**src/rtl/stopwatch_ctrl.sv**
```systemverilog
// Stopwatch control: IDLE/RUN/LAP/PAUSE sequencing from two button pulses,
// BCD mm:ss.cc counting on the 0.01 s strobe, and a display that freezes on lap.
module stopwatch_ctrl #(
    parameter int MIN_MAX = 59
) (
    input  logic       clk,
    input  logic       rst,
    input  logic       tick_001,
    input  logic       btn_ss,
    input  logic       btn_lr,
    output logic       tmr_clr,
    output logic       run,
    output logic       lap_hold,
    output logic       ovf,
    output logic [7:0] dsp_cs,
    output logic [7:0] dsp_sec,
    output logic [7:0] dsp_min
);

    typedef enum logic [1:0] {
        IDLE  = 2'd0,
        RUN   = 2'd1,
        LAP   = 2'd2,
        PAUSE = 2'd3
    } state_t;

    localparam logic [7:0] MIN_BCD = {4'(MIN_MAX / 10), 4'(MIN_MAX % 10)};

    state_t      state_reg, state_next;
    // Count layout, LSD first: cs units, cs tens, sec units, sec tens, min units, min tens.
    logic [23:0] cnt_reg, cnt_next, cnt_inc;
    logic [23:0] lap_reg, lap_next;
    logic        tmr_clr_reg, tmr_clr_next;
    logic        ovf_reg, ovf_next;
    logic [5:0]  digit_max;
    logic [5:0]  carry_in;
    logic        wrap;
    logic        count_en;

    genvar gi;
    generate
        for (gi = 0; gi < 6; gi++) begin : g_digit
            localparam logic [3:0] LIM = (gi == 3) ? 4'd5 : 4'd9;
            logic [3:0] digit;
            assign digit         = cnt_reg[4*gi +: 4];
            assign digit_max[gi] = (digit == LIM);
            if (gi == 0) begin : g_lsd
                assign carry_in[gi] = 1'b1;
            end else begin : g_upper
                assign carry_in[gi] = &digit_max[gi-1:0];
            end
            assign cnt_inc[4*gi +: 4] = !carry_in[gi] ? digit
                                      : (digit_max[gi] ? 4'd0 : digit + 4'd1);
        end
    endgenerate

    // The minute field wraps at MIN_MAX rather than at its BCD digit limits.
    assign wrap     = (cnt_reg[23:16] == MIN_BCD) && (cnt_reg[15:0] == 16'h5999);
    assign count_en = tick_001 && ((state_reg == RUN) || (state_reg == LAP));

    always_comb begin
        state_next   = state_reg;
        cnt_next     = cnt_reg;
        lap_next     = lap_reg;
        tmr_clr_next = 1'b0;
        ovf_next     = 1'b0;

        if (count_en) begin
            if (wrap) begin
                cnt_next = 24'h0;
                ovf_next = 1'b1;
            end else begin
                cnt_next = cnt_inc;
            end
        end

        // btn_ss is tested first everywhere, so it wins over a coincident btn_lr.
        case (state_reg)
            IDLE: begin
                if (btn_ss) begin
                    state_next   = RUN;
                    tmr_clr_next = 1'b1;
                end
            end
            RUN: begin
                if (btn_ss) begin
                    state_next = PAUSE;
                end else if (btn_lr) begin
                    state_next = LAP;
                    lap_next   = cnt_reg;
                end
            end
            LAP: begin
                if (btn_ss) begin
                    state_next = PAUSE;
                end else if (btn_lr) begin
                    state_next = RUN;
                end
            end
            PAUSE: begin
                if (btn_ss) begin
                    state_next = RUN;
                end else if (btn_lr) begin
                    state_next = IDLE;
                    cnt_next   = 24'h0;
                    lap_next   = 24'h0;
                end
            end
            default: state_next = IDLE;
        endcase
    end

    always_ff @(posedge clk) begin
        if (!rst) begin
            state_reg   <= IDLE;
            cnt_reg     <= 24'h0;
            lap_reg     <= 24'h0;
            tmr_clr_reg <= 1'b0;
            ovf_reg     <= 1'b0;
        end else begin
            state_reg   <= state_next;
            cnt_reg     <= cnt_next;
            lap_reg     <= lap_next;
            tmr_clr_reg <= tmr_clr_next;
            ovf_reg     <= ovf_next;
        end
    end

    assign tmr_clr  = tmr_clr_reg;
    assign ovf      = ovf_reg;
    assign run      = (state_reg == RUN) || (state_reg == LAP);
    assign lap_hold = (state_reg == LAP);
    assign dsp_cs   = lap_hold ? lap_reg[7:0]   : cnt_reg[7:0];
    assign dsp_sec  = lap_hold ? lap_reg[15:8]  : cnt_reg[15:8];
    assign dsp_min  = lap_hold ? lap_reg[23:16] : cnt_reg[23:16];

endmodule

```
**config.mk**
```make
export PLATFORM = sky130hd
export DESIGN_NAME = stopwatch_ctrl
export DESIGN_NICKNAME = d
export VERILOG_FILES = /design/src/rtl/stopwatch_ctrl.sv
export SDC_FILE = /design/constraint.sdc
export NUM_CORES = 1
export LEC_CHECK = 0
export ABC_AREA = 1
export BUFFER_PORTS_ARGS = -buffer_cell sky130_fd_sc_hd__buf_2
export CAP_MARGIN = 10
export CORE_ASPECT_RATIO = 0.7
export CORE_MARGIN = 2
export CORE_UTILIZATION = 45
export CTS_BUF_LIST = sky130_fd_sc_hd__clkbuf_2 sky130_fd_sc_hd__clkbuf_4 sky130_fd_sc_hd__clkbuf_8
export DETAILED_ROUTE_END_ITERATION = 12
export PLACE_DENSITY = 0.74
export SYNTH_ARGS = -nofsm -noshare
export SYNTH_HDL_FRONTEND = slang
export SYNTH_SLANG_ARGS = --single-unit
export TNS_END_PERCENT = 10
```
**constraint.sdc**
```tcl
create_clock -name clk -period 2.6 [get_ports clk]
set_clock_uncertainty 0.15 [all_clocks]
set_input_delay 0.52 -clock clk [delete_from_list [all_inputs] [get_ports clk]]
set_output_delay 0.52 -clock clk [all_outputs]
set_load 0.1 [all_outputs]
```
# == After elaboration in Yosys (flattened, before gate mapping) ==
# Index checks and enable logic that the tools add are counted.
# totals
reg_bits,52
in_bits,5
output_inout_bits,28
elab_cells,77
# classes
n_addsub,6
eq_ne,19
n_mux,34
reduce_logical,13
# op_table
op,count
$mux W24,9
$pmux W24 S2,1
$mux W4,11
$add A4 B1 Y4 const B,6
$mux W8,3
$eq A4 B4 Y1 const B,5
$eq A16 B15 Y1 const B,1
$mux W2,7
$ne A2 B2 Y1 const B,5
$reduce_and A5 Y1,2
$ne A3 B3 Y1 const B,3
$eq A8 B7 Y1 const B,1
$pmux W2 S4,1
$reduce_and A4 Y1,2
$reduce_and A2 Y1,3
$eq A2 B2 Y1 const B,2
$eq A4 B3 Y1 const B,1
$reduce_and A3 Y1,1
$eq A2 B1 Y1 const B,1
$logic_and A1 B1 Y1,2
$logic_not A2 Y1,1
$mux W1,2
$reduce_bool A2 Y1,1
$logic_or A1 B1 Y1,1

# == Logic depth before layout (Yosys ltp) ==
# Gate-level depths: netlist of the first run.
# logic_depth
depth_word,8
ltp_mapped,11

# == Worst setup path before layout of the first run ==
# Ideal clock, no wire load.
# synth_path
path_kind,register to output
startpoint,reg state_reg[0]
endpoint,out dsp_min[0]
t_arrival_ns,3.651
slack_ns,-1.721
path_stages_with_launch,6
n_path_buf,2
path_cell_list,dfxtp_1 inv_1 ha_1 clkbuf_1 clkbuf_1 o21ai_0
# synth_via
elab_chain_len,2
# synth_lines
element,line,text
start: declaration,29,"state_t state_reg, state_next;"
start signal: assignment,121,state_reg <= state_next;
$eq A2 B2 Y1,132,assign lap_hold = (state_reg == LAP);
via lap_hold,13,"output logic lap_hold,"
$mux W8,135,assign dsp_min = lap_hold ? lap_reg[23:16] : cnt_reg[23:16];
end: declaration,17,output logic [7:0] dsp_min
# The timed path passes the listed nets, and every way through them passes these cells.

# == Worst setup path in the final report of the first run ==
# layout_path
startpoint,reg state_reg[0]
endpoint,out lap_hold
# layout_via
elab_chain_len,1
# layout_lines
element,line
$eq A2 B2 Y1,132
end: declaration,13
# Every way passes these cells.

==> run_results.csv, run 1 <==
group,metric,value,unit
outcome,status,"completed",
sta,rsz0062_at_grt,"false",
drt,vias,2661,
placement,portBuffers,32,
floorplanning,die_h,68.81,um
synthesis,post-synth-top-area-cell,"dfxtp_1",
drt,wl_met2,3.030,mm
floorplanning,die_x,96.59,um
synthesis,yosys.area.top_type_share,38.55,%
floorplanning,dieArea,6646,um^2
synthesis,ys_warn_count,0,
clocking,cts_max_level,2,
flow_run,cap_violations,0,
pwr,internal_power,1.098,mW
floorplanning,core,5756,um^2
pwr,seqPwrFrac,52.2,%
pwr,irDropWorstVdd,0.0003261,V
setup_path,crit_path_start_kind,"flop",
sta,max_freq,405.8,MHz
sta,finalHoldViolations,0,
clocking,clk_path_buf_depth,2,
finish,final_layout_size_suffix_gt1_share,23.06,%
drt,vias_per_cell,5.322,
finish,utilization,61.35,%
min_path,hold_path.class,"reg2reg",
floorplanning,ios,33,
pwr,p_leak,1.262,nW
finish,syn2layout_area_growth,30.77,%
drt,wl_per_cell,13.28,um
placement,gp_congestion,0.9000,
clocking,cts_sinks,52,
setup_path,required,1.93,ns
pwr,clockPowerShare,31.4,%
sta,fin_crit_sh,94.77,%
global_route,grtUsageTotal,22.15,%
drt,highest_layer,"met4",
placement,post-place-ws,0.4265,ns
pwr,switchingPower,467.7,uW
global_route,grt_overflow,0,
setup_path,worstPathArrival,1.79,ns
synthesis,netlist_instances,393,
clocking,hold_buffers,0,
setup_path,critical_path_class,"reg2out",
clocking,postCtsSetupBuffers,0,
setup_path,path_max_fanout,19,
placement,dp_hpwl,4.773,mm
synthesis,synth.area.top_cells,"dfxtp_1 39%, nand2_1 14%, nand3_1 6.9%",
sta,post-route-worst-setup-slack,0.1359,ns
sta,period_minus_slack,2.464,ns
clocking,ctsResizeCount,0,
synthesis,ys_seq_area_share,38.55,%
setup_path,worstSetupEndpointType,"primary output",
pwr,powerDensity,443.5,nW/um^2
drt,drt_first_pass_iters,4,
sta,tns,0,ns
global_route,antenna_found_initial,0,
sta,slew_viol_final,0,
global_route,grt_pass1_vias,2520,
drt,met1Wirelength,3.178,mm
clocking,clk_pin_slew,0.09,ns
sta,slew_headroom,45.46,%
synthesis,syn_nets,404,
synthesis,avgSynthCellArea,6.870,um^2
synthesis,synth-seq-cells,52,
finish,diodes,0,
synthesis,syn-cell-area,2700,um^2
finish,nNetsFinal,435,
synthesis,synth_cell_types,30,
clocking,insertion_delay,0.30,ns
clocking,cts_buffers,5,
drt,drc,0,
drt,drt_iter0_markers,179,
pwr,combPwrFrac,16.4,%
clocking,cts_root_buf,"clkbuf_8",
pwr,p_total,1.566,mW
floorplanning,initial_utilization,46.91,%
floorplanning,num_rows,23,
drt,antenna_left,0,
global_route,grt_max_degree,28,
drt,wl_met3,388,um
finish,fillers,525,
drt,drt-total-wl,6.640,mm
pwr,switching_share,29.87,%
sta,worst_pin_slew,0.8172,ns
sta,finalSetupViolCount,0,
clocking,cts_tree,"yes",
global_route,grt_pass1_wl,11.57,mm
[Yosys cell counts]
| master | count |
|---|---|
| nor2_1 | 34 |
| nand2_2 | 5 |
| inv_2 | 6 |
| nor2_4 | 6 |
| a211oi_1 | 5 |
| a22oi_1 | 1 |
| a21oi_1 | 35 |
| ha_1 | 6 |
| nor3_2 | 2 |
| clkbuf_1 | 9 |
| nand3_2 | 3 |
| o211ai_1 | 1 |
| inv_1 | 34 |
| nor3_4 | 1 |
| o21ai_0 | 31 |
| nand2_1 | 99 |
| o211a_1 | 1 |
| buf_2 | 3 |
| nor2_2 | 3 |
| o21bai_1 | 1 |
| clkinv_1 | 1 |
| nand4_1 | 6 |
| dfxtp_1 | 52 |
| o21ai_1 | 1 |
| nand3_1 | 37 |
| and3_1 | 1 |
| buf_1 | 2 |
| buf_6 | 1 |
| xor2_1 | 4 |
| nor3_1 | 2 |
[routing by layer]
metal / vias to the layer above / global-route usage (%)
li1: 1352 / -
met5: - / 0
met4: 0 / 4.930
met1: 1232 / 30.39
met3: 6 / 3.587
met2: 71 / 37.07
[path summary, 6_finish.rpt]
| check | to | cells past startpoint | from | slack (ns) |
|---|---|---|---|---|
| worst max-delay path | lap_hold | 4 | state_reg[0]$_SDFFE_PN0P_ | 0.14 |
| worst min-delay path | lap_reg[10]$_SDFFE_PN0P_ | 2 | lap_reg[10]$_SDFFE_PN0P_ | 0.32 |
| worst min register to register | lap_reg[10]$_SDFFE_PN0P_ | 2 | lap_reg[10]$_SDFFE_PN0P_ | 0.32 |
| worst max register to register | cnt_reg[22]$_SDFF_PN0_ | 10 | cnt_reg[0]$_SDFF_PN0_ | 0.38 |
[worst max-delay path, cell delays in order, from the launching register on]
cell     delay (ns)
dfxtp_1        0.36
inv_1          0.15
ha_4           0.34
buf_12         0.20
buf_2          0.44
[power groups by stage]
stage | registers [mW] | logic [mW] | clock network, mW
6_report | 0.817 | 0.256 | 0.492
5_1_grt | 0.819 | 0.275 | 0.541
4_1_cts | 0.817 | 0.256 | 0.508
3_5_place_dp | 0.835 | 0.256 | 0
3_3_place_gp | 0.834 | 0.251 | 0
2_1_floorplan | 0.840 | 0.176 | 0
[layout make-up]
type / count / area, um^2 / area share, %
Multi-Input combinational cell: 285 / 1546 / 43.80
Sequential cell: 52 / 1041 / 29.48
Timing Repair Buffer: 39 / 598.1 / 16.94
Inverter: 41 / 153.9 / 4.359
Tap cell: 75 / 93.84 / 2.658
Clock buffer: 7 / 90.09 / 2.551
Clock inverter: 1 / 7.507 / 0.2126
[cell usage in the layout (no fill, tap or decap), drive strengths merged]
master / netlist / routed
xor2: 4 / 4
clkbuf: 9 / 7
nor3: 5 / 5
buf: 6 / 39
a21oi: 35 / 35
o21bai: 1 / 1
clkinv: 1 / 1
o21ai: 32 / 32
nor2: 43 / 43
inv: 40 / 40
a22oi: 1 / 1
nand4: 6 / 6
o211ai: 1 / 1
o211a: 1 / 1
and3: 1 / 1
ha: 6 / 6
a211oi: 5 / 5
clkinvlp: 0 / 1
dfxtp: 52 / 52
nand3: 40 / 40
nand2: 104 / 104
[metrics by stage]
step,std cells,cell area (um^2),hold slack (ns)
finish,500,3531,0.3180
global route,500,3531,0.3365
CTS,500,3531,0.3201
detailed placement,492,3433,0.3053
global placement,492,3433,0.3024
floorplan,393,2810,0.2956
[logic make-up after synthesis]
kind of cell | count (synthesis) | share of synthesized area [%]
buffers and inverters | 56 | 8.202
DFF | 52 | 38.55
xor gates and xnor gates | 4 | 1.297
AOI/OAI and AO/OA | 76 | 15.01
adders and majority gates | 6 | 2.780
and+or+nand+nor | 199 | 34.15
No activity file was read; power rests on OpenSTA's default activity.
==> inputs of run 2 (changes only) <==
Settings changed: CELL_PAD_IN_SITES_DETAIL_PLACEMENT set to 0, CELL_PAD_IN_SITES_GLOBAL_PLACEMENT set to 1, CORE_UTILIZATION 45 to 43, PLACE_DENSITY 0.74 to 0.92.
==> run_results.csv, run 2 (synthesized netlist as in run 1, its figures left out) <==
group,metric,value,unit
clocking,clk_path_buf_depth,2,
floorplanning,core,6156,um^2
clocking,insertion_delay,0.32,ns
sta,slew_viol_final,0,
floorplanning,die_h,70.30,um
finish,syn2layout_area_growth,31.09,%
clocking,cts_max_level,2,
placement,gp_congestion,0.8613,
floorplanning,initial_utilization,43.86,%
drt,drt_first_pass_iters,4,
drt,vias,2601,
finish,fin_cells,505,
finish,fillers,547,
pwr,irDropWorstVdd,0.0002379,V
setup_path,reg2reg_depth,7,
setup_path,worstPathArrival,1.70,ns
floorplanning,dieArea,6939,um^2
clocking,cts_tree,"yes",
drt,drt-total-wl,6.546,mm
placement,portBuffers,32,
global_route,grt_pass1_wl,11.12,mm
global_route,antenna_found_initial,0,
outcome,status,"completed",
placement,dp_cells,496,
sta,finalHoldViolations,0,
drt,drc,0,
min_path,hold_path.class,"reg2reg",
sta,slew_headroom,47.68,%
clocking,cts_buffers,5,
setup_path,reg2reg_from,"state_reg[1]$_SDFFE_PN0P_",
sta,finalSetupViolCount,0,
sta,max_freq,421.6,MHz
min_path,worstHoldEndpoint,"lap_reg[15]$_SDFFE_PN0P_",
clocking,cts_sinks,52,
setup_path,crit_path_start_kind,"flop",
global_route,grt_pass1_vias,2318,
floorplanning,num_rows,24,
finish,layout_commonest_cell,"nand2_1",
min_path,whs_path_depth,2,
finish,nNetsFinal,437,
clocking,ctsResizeCount,0,
finish,final_layout_size_suffix_gt1_share,23.42,%
drt,vias_per_cell,5.150,
setup_path,critical_path_class,"reg2out",
setup_path,reg2reg_setup_slack,0.48,ns
finish,diodes,0,
placement,post-place-ws,0.4038,ns
drt,wl_per_cell,12.96,um
placement,dp_hpwl,4.776,mm
clocking,clk_pin_slew,0.11,ns
placement,placed_area,3432,um^2
flow_run,cap_violations,0,
sta,worst_pin_slew,0.7840,ns
global_route,grtUsageTotal,19.52,%
pwr,p_leak,1.263,nW
sta,rsz0062_at_grt,"false",
sta,period_minus_slack,2.372,ns
min_path,min-delay-start,"lap_reg[15]$_SDFFE_PN0P_",
sta,post-route-worst-setup-slack,0.2281,ns
pwr,powerDensity,438.3,nW/um^2
setup_path,worstSetupEndpointType,"primary output",
global_route,grt_max_degree,28,
floorplanning,ios,33,
setup_path,path_max_fanout,24,
finish,final_cell_mix,"98 x nand2_1, 52 x dfxtp_1, 37 x nand3_1, 35 x a21oi_1",
setup_path,r2r-end,"lap_reg[22]$_SDFFE_PN0P_",
drt,antenna_left,0,
finish,design_area,3540,um^2
clocking,cts_root_buf,"clkbuf_8",
drt,drt_iter0_markers,170,
global_route,grt_overflow,0,
setup_path,required,1.93,ns
floorplanning,die_x,98.71,um
sta,fin_crit_sh,91.23,%
run 2: changes by cell type in the layout (fill, tap and decap cells not counted):
cell        change
clkbuf_8        -1
clkinvlp_4      +1
clkinv_4        +1
buf_12          -1
clkbuf_4        -1
buf_4           +2
buf_8           +1
run 2: routing by layer:
metal,global-route usage [%],vias up,part of all wire (%)
li1,-,1358,-
met1,30.06,1167,50
met2,27.59,68,42
met3,4.304,8,6.4
met4,4.262,0,1.3
met5,0,-,0
run 2: worst max path at each step:
stage            endpoint                      start  cells after the start
3_5_place_dp   dsp_sec[5]  state_reg[0]$_SDFFE_PN0P_                      6
6_report       dsp_sec[5]  state_reg[0]$_SDFFE_PN0P_                      6
3_3_place_gp   dsp_min[5]  state_reg[0]$_SDFFE_PN0P_                      6
2_1_floorplan  dsp_min[0]  state_reg[0]$_SDFFE_PN0P_                      5
4_1_cts        dsp_sec[5]  state_reg[0]$_SDFFE_PN0P_                      6
5_1_grt        dsp_min[6]  state_reg[0]$_SDFFE_PN0P_                      6
run 2: area by class of cell:
cell class	count	area [um^2]	share of cell area, %
multi-input cells	285	1546	43.69
flip-flops and latches	52	1041	29.41
repair buffers	41	608.1	17.18
inverters	41	153.9	4.348
well taps	78	97.59	2.757
clock buffers	5	68.82	1.944
clock inverters	3	23.77	0.6716
run 2: stage by stage:
stage / setup TNS, ns / total power [mW] / hold slack [ns] / util [%]
3_5_place_dp: 0 / 1.088 / 0.3060 / 55.75
2_1_floorplan: -3.126 / 1.016 / 0.2956 / -
4_1_cts: 0 / 1.560 / 0.3198 / 57.26
6_report: 0 / 1.552 / 0.3194 / 57.50
3_3_place_gp: 0 / 1.083 / 0.3035 / 55.75
5_1_grt: 0 / 1.624 / 0.3361 / 57.50
run 2: worst max-delay path, stage by stage, from the launching register on:
cell     delay, ns
dfxtp_1       0.36
inv_1         0.15
ha_4          0.29
buf_12        0.21
nand2_1       0.09
o21ai_2       0.09
buf_12        0.20
run 2: where the power goes:
group          switching [mW]  internal (mW)  total (mW)  leakage [nW]
Combinational           0.192         0.0677       0.260         0.803
Sequential            0.00939          0.805       0.814         0.420
Clock                   0.286          0.191       0.478        0.0404
run 2: timing repair:
action                     CTS  global route
hold buffers                 0             0
setup endpoints to repair    0            12
buffers inserted             0             1
